File: src/rtl/vc_arb_pkg.sv
// Shared types and parameter defaults for the two-VC arbiter.
package vc_arb_pkg;

  localparam int unsigned DATA_WIDTH_DEF    = 6;
  localparam int unsigned MAX_VC0_BURST_DEF = 4;

  typedef enum logic [1:0] {
    ST_IDLE   = 2'd0,
    ST_ACTIVE = 2'd1,
    ST_HALT   = 2'd2
  } arb_state_e;

  typedef enum logic {
    SEL_VC0 = 1'b0,
    SEL_VC1 = 1'b1
  } vc_sel_e;

endpackage

File: src/rtl/vc_burst_counter.sv
// Saturating count of consecutive VC0 grants taken while VC1 is waiting.
module vc_burst_counter
  import vc_arb_pkg::*;
#(
  parameter int unsigned MAX_COUNT = MAX_VC0_BURST_DEF
) (
  input  logic clk,
  input  logic reset,
  input  logic inc,
  input  logic clear,
  output logic at_max_c
);

  localparam int unsigned CNT_W = $clog2(MAX_COUNT + 1);

  logic [CNT_W-1:0] cnt_q, cnt_d;

  always_comb begin
    cnt_d = cnt_q;
    if (clear) begin
      cnt_d = '0;
    end else if (inc && (cnt_q != CNT_W'(MAX_COUNT))) begin
      cnt_d = cnt_q + CNT_W'(1);
    end
  end

  always_ff @(posedge clk or posedge reset) begin
    if (reset) begin
      cnt_q <= '0;
    end else begin
      cnt_q <= cnt_d;
    end
  end

  assign at_max_c = (cnt_q == CNT_W'(MAX_COUNT));

endmodule

File: src/rtl/vc_arbiter.sv
// Strict-priority two-VC arbiter feeding one downstream FIFO with a halt-on-error FSM.
// Define VC1_STARVE_GUARD_EN to force a VC1 grant after MAX_VC0_BURST consecutive VC0 grants.
module vc_arbiter
  import vc_arb_pkg::*;
#(
  parameter int unsigned DATA_WIDTH    = DATA_WIDTH_DEF,
  parameter int unsigned MAX_VC0_BURST = MAX_VC0_BURST_DEF
) (
  input  logic                  clk,
  input  logic                  reset,
  input  logic [DATA_WIDTH-1:0] data_in_VC0,
  input  logic [DATA_WIDTH-1:0] data_in_VC1,
  input  logic                  empty_VC0,
  input  logic                  empty_VC1,
  input  logic                  error_VC0,
  input  logic                  error_VC1,
  input  logic                  full_dest,
  input  logic                  almost_full_dest,
  output logic                  rd_enable_VC0,
  output logic                  rd_enable_VC1,
  output logic                  wr_enable_dest,
  output logic [DATA_WIDTH-1:0] data_out,
  output logic                  arb_error
);

  if (MAX_VC0_BURST < 1) begin : g_bad_burst
    $error("MAX_VC0_BURST must be at least 1");
  end

  arb_state_e            state_q, state_d;
  logic                  wr_q, wr_d;
  vc_sel_e               sel_q, sel_d;
  logic [DATA_WIDTH-1:0] hold_q, hold_d;

  logic                  pop_ok_c;
  logic                  force_vc1_c;
  logic                  grant0_c;
  logic                  grant1_c;
  logic [DATA_WIDTH-1:0] wr_word_c;

`ifdef VC1_STARVE_GUARD_EN
  logic at_max_c;

  vc_burst_counter #(
    .MAX_COUNT (MAX_VC0_BURST)
  ) u_burst (
    .clk      (clk),
    .reset    (reset),
    .inc      (grant0_c && !empty_VC1),
    .clear    (grant1_c || empty_VC1),
    .at_max_c (at_max_c)
  );

  assign force_vc1_c = at_max_c && !empty_VC1;
`else
  assign force_vc1_c = 1'b0;
`endif

  // Upstream FIFOs present the popped word one cycle after rd_enable.
  assign wr_word_c = (sel_q == SEL_VC1) ? data_in_VC1 : data_in_VC0;

  always_comb begin
    state_d  = state_q;
    wr_d     = 1'b0;
    sel_d    = sel_q;
    hold_d   = hold_q;
    grant0_c = 1'b0;
    grant1_c = 1'b0;
    pop_ok_c = (state_q == ST_ACTIVE) && !full_dest && !almost_full_dest && !reset;

    if (pop_ok_c) begin
      if (!empty_VC1 && (force_vc1_c || empty_VC0)) begin
        grant1_c = 1'b1;
      end else if (!empty_VC0) begin
        grant0_c = 1'b1;
      end
    end

    if (grant1_c) begin
      wr_d  = 1'b1;
      sel_d = SEL_VC1;
    end else if (grant0_c) begin
      wr_d  = 1'b1;
      sel_d = SEL_VC0;
    end

    if (wr_q) begin
      hold_d = wr_word_c;
    end

    case (state_q)
      ST_IDLE:   state_d = ST_ACTIVE;
      ST_ACTIVE: if (error_VC0 || error_VC1) state_d = ST_HALT;
      ST_HALT:   state_d = ST_HALT;
      default:   state_d = ST_IDLE;
    endcase
  end

  always_ff @(posedge clk or posedge reset) begin
    if (reset) begin
      state_q <= ST_IDLE;
      wr_q    <= 1'b0;
      sel_q   <= SEL_VC0;
      hold_q  <= '0;
    end else begin
      state_q <= state_d;
      wr_q    <= wr_d;
      sel_q   <= sel_d;
      hold_q  <= hold_d;
    end
  end

  assign rd_enable_VC0  = grant0_c;
  assign rd_enable_VC1  = grant1_c;
  assign wr_enable_dest = wr_q;
  assign data_out       = wr_q ? wr_word_c : hold_q;
  assign arb_error      = (state_q == ST_HALT);

endmodule

File: config.mk
export PLATFORM = sky130hd
export DESIGN_NAME = vc_arbiter
export DESIGN_NICKNAME = d
export VERILOG_FILES = /design/src/rtl/vc_arb_pkg.sv /design/src/rtl/vc_burst_counter.sv /design/src/rtl/vc_arbiter.sv
export SDC_FILE = /design/constraint.sdc
export NUM_CORES = 1
export LEC_CHECK = 0
export ABC_AREA = 1
export CAP_MARGIN = 20
export CORE_MARGIN = 2
export CORE_UTILIZATION = 35
export DETAILED_ROUTE_END_ITERATION = 10
export PLACE_DENSITY = 0.78
export SYNTH_ARGS = -nofsm -noshare
export SYNTH_HDL_FRONTEND = slang
export SYNTH_SLANG_ARGS = --single-unit
File: constraint.sdc
create_clock -name clk -period 4 [get_ports clk]
set_clock_uncertainty 0.05 [all_clocks]
set_input_delay 1.2 -clock clk [delete_from_list [all_inputs] [get_ports clk]]
set_output_delay 1.2 -clock clk [all_outputs]
set_load 0.1 [all_outputs]
Word-level counts from Yosys, hierarchy flattened
Cells that the tools add are included. W data, S select, Z words.

Equality and inequality tests: 3. Mux-type cells: 13. Reduce and logical (&&, ||, !) cells: 11.

Operators with widths (count): $mux W6 (2); $mux W1 (9); $pmux W2 S3 (1); $logic_and A1 B1 Y1 (4); $logic_not A1 Y1 (4); $eq A2 B1 Y1 const B (1); $eq A2 B2 Y1 const B (1); $logic_not A2 Y1 (1); $mux W2 (1); $ne A2 B1 Y1 const B (1); $reduce_bool A2 Y1 (1); $logic_or A1 B1 Y1 (1).

Output and inout bits: 10. Input port bits: 20. Word-level logic and storage cells: 31. Register bits: 10.

Logic depth before layout (Yosys ltp)
Gate-level depths: netlist (run 1).

Depth after elaboration: 7. Mapped depth: 7. Mapped depth without buffers: 7.

Least setup slack after synthesis (run 1)
OpenSTA, ideal clock, no wires.

Kind: input port to output port. Start: in data_in_VC1[0]. End: out data_out[0]. Stages on the path: 2. Data arrival time: 2941 ps. Data required time: 2750 ps. Setup slack: -191 ps. Path buffers: 0. Cell sequence: nand2_1 -> a31oi_1.

Cells in the longest elaborated chain, start to end: 2.

RTL lines: from (decl) (line vc_arbiter.sv:12) `input logic [DATA_WIDTH-1:0] data_in_VC1,`; $mux W6 (line vc_arbiter.sv:60) `assign wr_word_c = (sel_q == SEL_VC1) ? data_in_VC1 : data_in_VC0;`; $mux W6; to (decl) (line vc_arbiter.sv:22) `output logic [DATA_WIDTH-1:0] data_out,`.

No other way between the ends.

Final worst setup path (run 1)
Same ends and word-level chain as after synthesis.

==> summary.md, run 1 <==
The run gives 0 as the count of hold-fix buffers inserted at cts. In this run the count of I/O pins placed on the die edge is 30. Data required time of the worst path: 2.75 ns. TritonCTS built the clock tree. Combinational logic burns 66.3% of the power. Maximum fanout count along the critical path: 2. The share of the synthesized area in the top cell type was 50.9%. The most frequent standard cell in the layout excluding fill and tap cells is clkdlybuf4s50_1. The worst setup path is captured at an output pin. The clock-pin slew reported for the worst setup and hold paths after clock tree synthesis was 0.06 ns; the count of nets left with antenna violations after detail routing was 0.

In this run the core area contains 13 standard-cell rows. The maximum buffer depth of the clock tree is 2, and the via density per instance is 4.45. The floorplan step defined a die boundary enclosing 0.00172 mm^2. The via count of the first global-routing pass was 458.

The logs give 11.9% for the clock group share of total power and 235 um^2 for the combined area of the multi-input logic cells. Power spread over the standard cell area amounts to 811 mW/mm^2. The number of nets in the synthesized netlist is 84, and the die extent in y is 41.5 um. The run gives 2.21 ns as the arrival time reported for the critical path endpoint.

Leaving out fill and tap cells, the most frequent cells in the layout are 19 x clkdlybuf4s50_1, 18 x nand2_1, 10 x dfrtp_1. The number of buffers inserted by port buffering was 29. Summed over all cells, the static leakage comes to 0.453 nW. The total area inside the core boundary comes to 0.00130 mm^2. The logs give 0 for the max capacitance violation total and 15.9% for the global router's overall resource usage. The tightest hold path in the finished design has a slack of 0.536 ns. The startpoint of the most critical register-to-register path was state_q[1]. The filler cells instantiated in the layout total 110. Summing the sequential cell areas from Yosys gives 50.9% of the chip area. The tools report the startpoint of the worst setup timing path as data_in_VC1[0].

Setup repair after global routing left no endpoint under its margin. The run gives 0 as the initial antenna violation count. The setup slack of the worst register-to-register path was 2.79 ns. The worst-case IR drop observed on VDD is 0.000453 V. From synthesis to final layout, the design area changed by 91.1%.

The run gives 61 as the synthesized netlist cell count. The effective utilization at floorplan is 37.8%, and the global placement routability congestion is 0.716. Setup violations remaining at the end of the flow were counted as 0. In this run, flip-flops and latches consume 21.8% of the power. The average detailed-routed wire length per instance is 11.2 um, and the violation count after the first detailed-routing iteration is 4. STA classifies the critical path startpoint as a primary input. The tools report the clock insertion delay at the later pin of the skew report as 0.26 ns.

In this run the critical register-to-register path is captured at sel_q. The fmax came out at 0.289 GHz. The flow ran to the end, and the final reports show no timing, DRC or antenna violations. The worst setup path is of the primary input to output pin kind. For this run, the number of Yosys warnings is 0.

In this run the post-CTS setup repair buffer count came out at 0. The first global-routing pass estimated 1990 um of wire. The number of levels in the clock H-tree came out at 1. Detailed routing inserted a total of 476 vias. Entering global routing, the biggest net connects 14 pins. The overall overflow remaining after global route came out at 0.

The synthesized area per cell was 8.06 um^2; the proportion of layout cells with a drive suffix above 1 was 22.8%. Summed over all nets, the half-perimeter wirelength after detailed placement is 982 um. The repair_antennas step left the layout with diodes totalling 0.

The cell taking the most area after synthesis was dfrtp_1. The root buffer cell was clkbuf_4. Headroom to the max-slew limit came out at 65.4%. The count of instances resized after the clock tree is built is 0.

The number of different library cells used by synthesis comes to 11. The worst-margin pin slew works out to 0.519 ns. For the finished layout, the period the worst path requires is 3.46 ns.

The tools report the aggregate negative setup slack as 0 ns. Summing every instance area after synthesis gives 492 um^2. Ratio of final minimum period to clock period: 86.6%.

The number of sinks handled by clock tree synthesis is 10. The net count of the finished layout is 116. Summing all flip-flop and latch instances after layout gives 250 um^2. The die width came out at 41.5 um. Kind of path behind the tightest hold check: flip-flop to flip-flop. Net switching is 52.6% of the power. Number of hold violations in the final report: 0. The internal power contribution came out at 0.361 mW. By area the synthesized netlist is led by dfrtp_1 51%, nand2_1 14%, a31oi_1 7.6%, ha_1 7.6%, nor2_1 6.9%. The number of max-slew violations in the final report was 0. The worst register-to-register path has a depth of 7.

For this block, the routed nets add up to 1200 um of wire. The number of DRC violations after detailed routing is 0, and the detailed-routing iteration count for the pre-antenna-repair pass is 4. The synthesis-stage register bit count is 10.

Buffers inserted during clock tree synthesis total 3. The run gives 0.401 mW as the net switching power of the design. The critical path ends at data_out[0].
==> critical path: stages <==
cell,delay (ns)
clkdlybuf4s50_1,0.46
nand2_1,0.06
a31oi_2,0.28
buf_12,0.21
==> worst min-delay path by stage <==
stage | startpoint | slack, ns | cells past startpoint | end
after floorplan | state_q[1] | 0.50 | 2 | state_q[1]
after global placement | hold_q[3] | 0.52 | 2 | hold_q[3]
after detailed placement | hold_q[3] | 0.53 | 2 | hold_q[3]
after CTS | hold_q[3] | 0.54 | 2 | hold_q[3]
after global routing | hold_q[5] | 0.55 | 2 | hold_q[5]
final | hold_q[2] | 0.54 | 2 | hold_q[2]
==> metrics by stage <==
step	cell area (um^2)	utilization [%]	setup WS, ns	power [mW]	cells
after floorplan	529	-	0.398	0.511	61
after global placement	903	69.4	0.561	0.669	103
after detailed placement	903	69.4	0.522	0.678	103
after CTS	940	72.2	0.521	0.769	107
after global routing	940	72.2	0.421	0.800	107
final	940	72.2	0.536	0.762	107
==> cell usage after synthesis <==
cell type and count:
buf_2 2, o21ai_0 2, a31oi_1 6, inv_1 8
nand2_1 18, nand4_1 1, nor2_1 9, nand3_1 1
inv_2 1, dfrtp_1 10, ha_1 3
==> registers in the layout, indices dropped and copies added, names as in the netlist <==
| signal | cells |
|---|---|
| sel_q | 1 |
| hold_q | 6 |
| state_q | 2 |
| wr_enable_dest | 1 |
==> routing by layer <==
| layer | share of wire (%) | vias up | global-route usage [%] |
|---|---|---|---|
| met3 | 4.3 | 4 | 4.35 |
| met4 | 2.4 | 0 | 9.68 |
| met2 | 53 | 12 | 27.5 |
| met5 | 0 | - | 0 |
| met1 | 40 | 207 | 16.9 |
| li1 | - | 253 | - |
==> power by group through the flow <==
stage	clock, mW	combinational, mW	sequential [mW]
6_report	0.0904	0.506	0.166
5_1_grt	0.0999	0.529	0.171
4_1_cts	0.0928	0.509	0.168
3_5_place_dp	0	0.508	0.169
3_3_place_gp	0	0.504	0.165
2_1_floorplan	0	0.355	0.155
==> logic make-up after synthesis <==
kind of cell	after synthesis	synth area share (%)
simple gates	29	22.9
buf+inv	11	8.91
flops	10	50.9
compound gates	8	9.67
fa+ha+maj	3	7.63
==> cell type report <==
cell class,count,area share [%]
clock buffers,4,3.86
inverters,9,3.60
multi-input cells,40,25.0
flip-flops and latches,10,26.6
well taps,15,2.00
repair buffers,29,38.9
No activity file was read; power rests on OpenSTA's default activity.
==> run 2: changes to the inputs <==
Settings changed: RECOVER_POWER from default to 50, SETUP_SLACK_MARGIN from default to 0.15.
==> run 2 against run 1 <==
Effect of this change:
- critical path depth increased by 1
- wire length up 0.17%
- die area unchanged
- via count is 1.5% higher
- register-to-register slack about the same
- clock power grew 0.6%
- critical endpoint is now rd_enable_VC1
- clock-buffer cell count is the same
- flip-flop and latch count unchanged
- total power down 1.8%
- critical path type unchanged
- global-route usage stayed put
- fmax shrank 3.5%
- hold slack got worse by 0.0019 ns
==> summary.md, run 2 (same netlist as run 1, synthesis figures left out) <==
The run finished with clean final reports. The proportion of layout cells with a drive suffix above 1 came out at 17.4% (-5.4 points). The number of DRC violations after detailed routing came out at 0 (unchanged). The aggregate negative setup slack is 0 ns (unchanged), and the reported leakage power is 0.451 nW (-0.58%). Number of max-slew violations in the final report: 0 (unchanged).

The clock-pin slew reported for the worst setup and hold paths after clock tree synthesis was 0.07 ns (about the same). The run gives 2 (unchanged) as the maximum buffer depth of the clock tree. Number of post-CTS setup repair buffers: 0 (unchanged). In the layout the commonest cells are 18 x nand2_1, 18 x clkdlybuf4s50_1, 10 x dfrtp_1. The antenna diode instance count came out at 0 (unchanged). The number of sinks handled by clock tree synthesis was 10 (unchanged). TritonCTS built the clock tree.

For the post-detailed-routing wire length, the log shows 1200 um (+0.17%). The tools report the full die area as 0.00172 mm^2 (unchanged). For the global router's overall resource usage, the log shows 15.9% (unchanged). The largest registers in the layout are hold_q: 6 flops, state_q: 2 flops. The first-pass GRT wire length is 1990 um (unchanged). The initial antenna violation count was 0 (unchanged).

For the area of the core region, the log shows 0.00130 mm^2 (unchanged). For the combinational group share of total power, the log shows 65.7% (-0.6 points). The effective utilization at floorplan is 37.8% (unchanged), and the placement-stage worst setup slack is 0.522 ns (unchanged). The data required time of the worst path was 2.75 ns (about the same); the number of flip-flops in the largest register was 6 (unchanged).

The die width came out at 41.5 um (unchanged). The startpoint identified for the worst hold timing path is hold_q[3]. The total via count in the routed design was 483 (+1.5%); the overall overflow remaining after global route was 0 (unchanged). The number of levels in the clock H-tree was 1 (unchanged).

The maximum vdd ir drop is 0.000449 V (-0.78%). In this run the worst setup path begins at reset. The global placement routability congestion was 0.716 (unchanged); the relative area change from synthesis to final layout was 84.7%. The top-level port count is 30 (unchanged). The worst hold path belongs to the class flip-flop to flip-flop. The final setup violation count was 0 (unchanged).

The run gives 0 (unchanged) as the max capacitance violation total. The logs give 458 (unchanged) for the via count of the first global-routing pass and 22.2% (+0.4 points) for the fraction of power consumed by sequential logic. The arrival time reported for the critical path endpoint was 2.34 ns (+0.13 ns); the minimum hold slack was 0.534 ns (-0.00194 ns).

The logs give 0.26 ns (about the same) for the clock insertion delay at the later pin of the skew report and 0 (unchanged) for the count of nets left with antenna violations after detail routing. The clock group share of total power was 12.1% (+0.2 points). The average detailed-routed wire length per instance works out to 11.2 um (+0.17%). The tools report the count of hold-fix buffers inserted at cts as 0 (unchanged). The number of hold violations in the final report was 0 (unchanged). The worst-margin pin slew is 0.413 ns (-0.106 ns), and the maximum fanout count along the critical path is 3 (+1). The ratio of final minimum period to clock period works out to 89.7% (+3.1 points).

The half-perimeter wire length after detailed placement is 982 um (unchanged). The logs give 0.279 GHz (-3.5%) for the fmax and 107 (unchanged) for the count of non-filler cells in the finished layout. The number of buffers inserted by port buffering is 29 (unchanged), and the die extent in y is 41.5 um (unchanged). The number of cells after detailed placement came out at 103 (unchanged). The net switching power of the design was 0.395 mW (-1.6%); the number of clock buffers inserted by TritonCTS was 3 (unchanged). The total power per unit cell area is 825 mW/mm^2 (+1.6%), and the total number of placement rows is 13 (unchanged). The run gives 6 (+2) as the violation count after the first detailed-routing iteration. The worst register-to-register path begins at state_q[1].

The critical path class was primary input to output pin. The tools report the startpoint class of the critical path as a primary input. The worst setup path is captured at an output pin. Counting flops per register, the top entry is hold_q.

Setup repair after global routing left no endpoint under its margin. The detailed-routing iteration count for the pre-antenna-repair pass is 4 (unchanged). For the count of instances resized after the clock tree is built, the log shows 0 (unchanged). CTS placed an instance of clkbuf_4 at the clock tree root.

The tools report the internal power contribution as 0.354 mW (-2.0%). The least setup slack across all paths after layout is 0.411 ns (-0.125 ns). The switching share of total power was 52.7% (+0.11 points); the number of nets in the finished design was 116 (unchanged). The via density per instance is 4.51 (+1.5%). The logs give 14 (unchanged) for the largest net degree at the start of global routing and 72.5% (+7.1 points) for the worst max-slew margin expressed relative to the limit.

The minimum clock period after layout came out at 3.59 ns (+0.125 ns).
[run 2: cell types whose count changed in the layout (fill, tap and decap cells not counted), sizes merged]
cell | before | now
dlygate4sd3 | 0 | 1
clkdlybuf4s50 | 19 | 18
[run 2: layer usage]
| metal | share of wire (%) | track usage, % | routed length, um |
|---|---|---|---|
| met2 | 53 | 27.5 | 636 |
| met3 | 4.9 | 4.35 | 59 |
| met4 | 2.4 | 9.68 | 29 |
| met5 | 0 | 0 | 0 |
| met1 | 40 | 16.9 | 475 |
[run 2: worst paths after layout]
path	slack, ns	to	depth (start not counted)
max	0.41	rd_enable_VC1	5
min	0.53	hold_q[3]	2
max reg2reg	2.79	sel_q	7
min reg2reg	0.53	hold_q[3]	2
max in group asynchronous	2.31	hold_q[1]	2
min in group asynchronous	1.32	sel_q	2
[run 2: power by group through the flow]
stage	clock (mW)	sequential, mW	combinational [mW]
after floorplan	0	0.155	0.355
after global placement	0	0.165	0.504
after detailed placement	0	0.169	0.508
after CTS	0.0928	0.168	0.509
after global routing	0.0999	0.171	0.517
final	0.0909	0.166	0.492
[run 2: critical path, stage by stage]
cell and delay, ns:
dlygate4sd3_1 0.55, nor2_1 0.13, nand4_1 0.15, inv_1 0.13
buf_12 0.18
[run 2: through the flow]
step,util (%),power (mW),area [um^2]
after detailed placement,69.4,0.678,903
after global routing,69.8,0.787,908
after floorplan,-,0.511,529
final,69.8,0.749,908
after CTS,72.2,0.769,940
after global placement,69.4,0.669,903
[run 2: area by class of cell]
class	instances	area, um^2
timing repair buffer	29	365
inverter	9	33.8
sequential	10	250
clock buffer	4	36.3
tap	15	18.8
multi-input combinational	40	204
fill	116	393
==> run 3: changes to the inputs <==
Settings changed: CTS_CLUSTER_SIZE from default to 8.
==> results of run 3 <==
Final layout, timing and power as in run 2 (identical DEF).
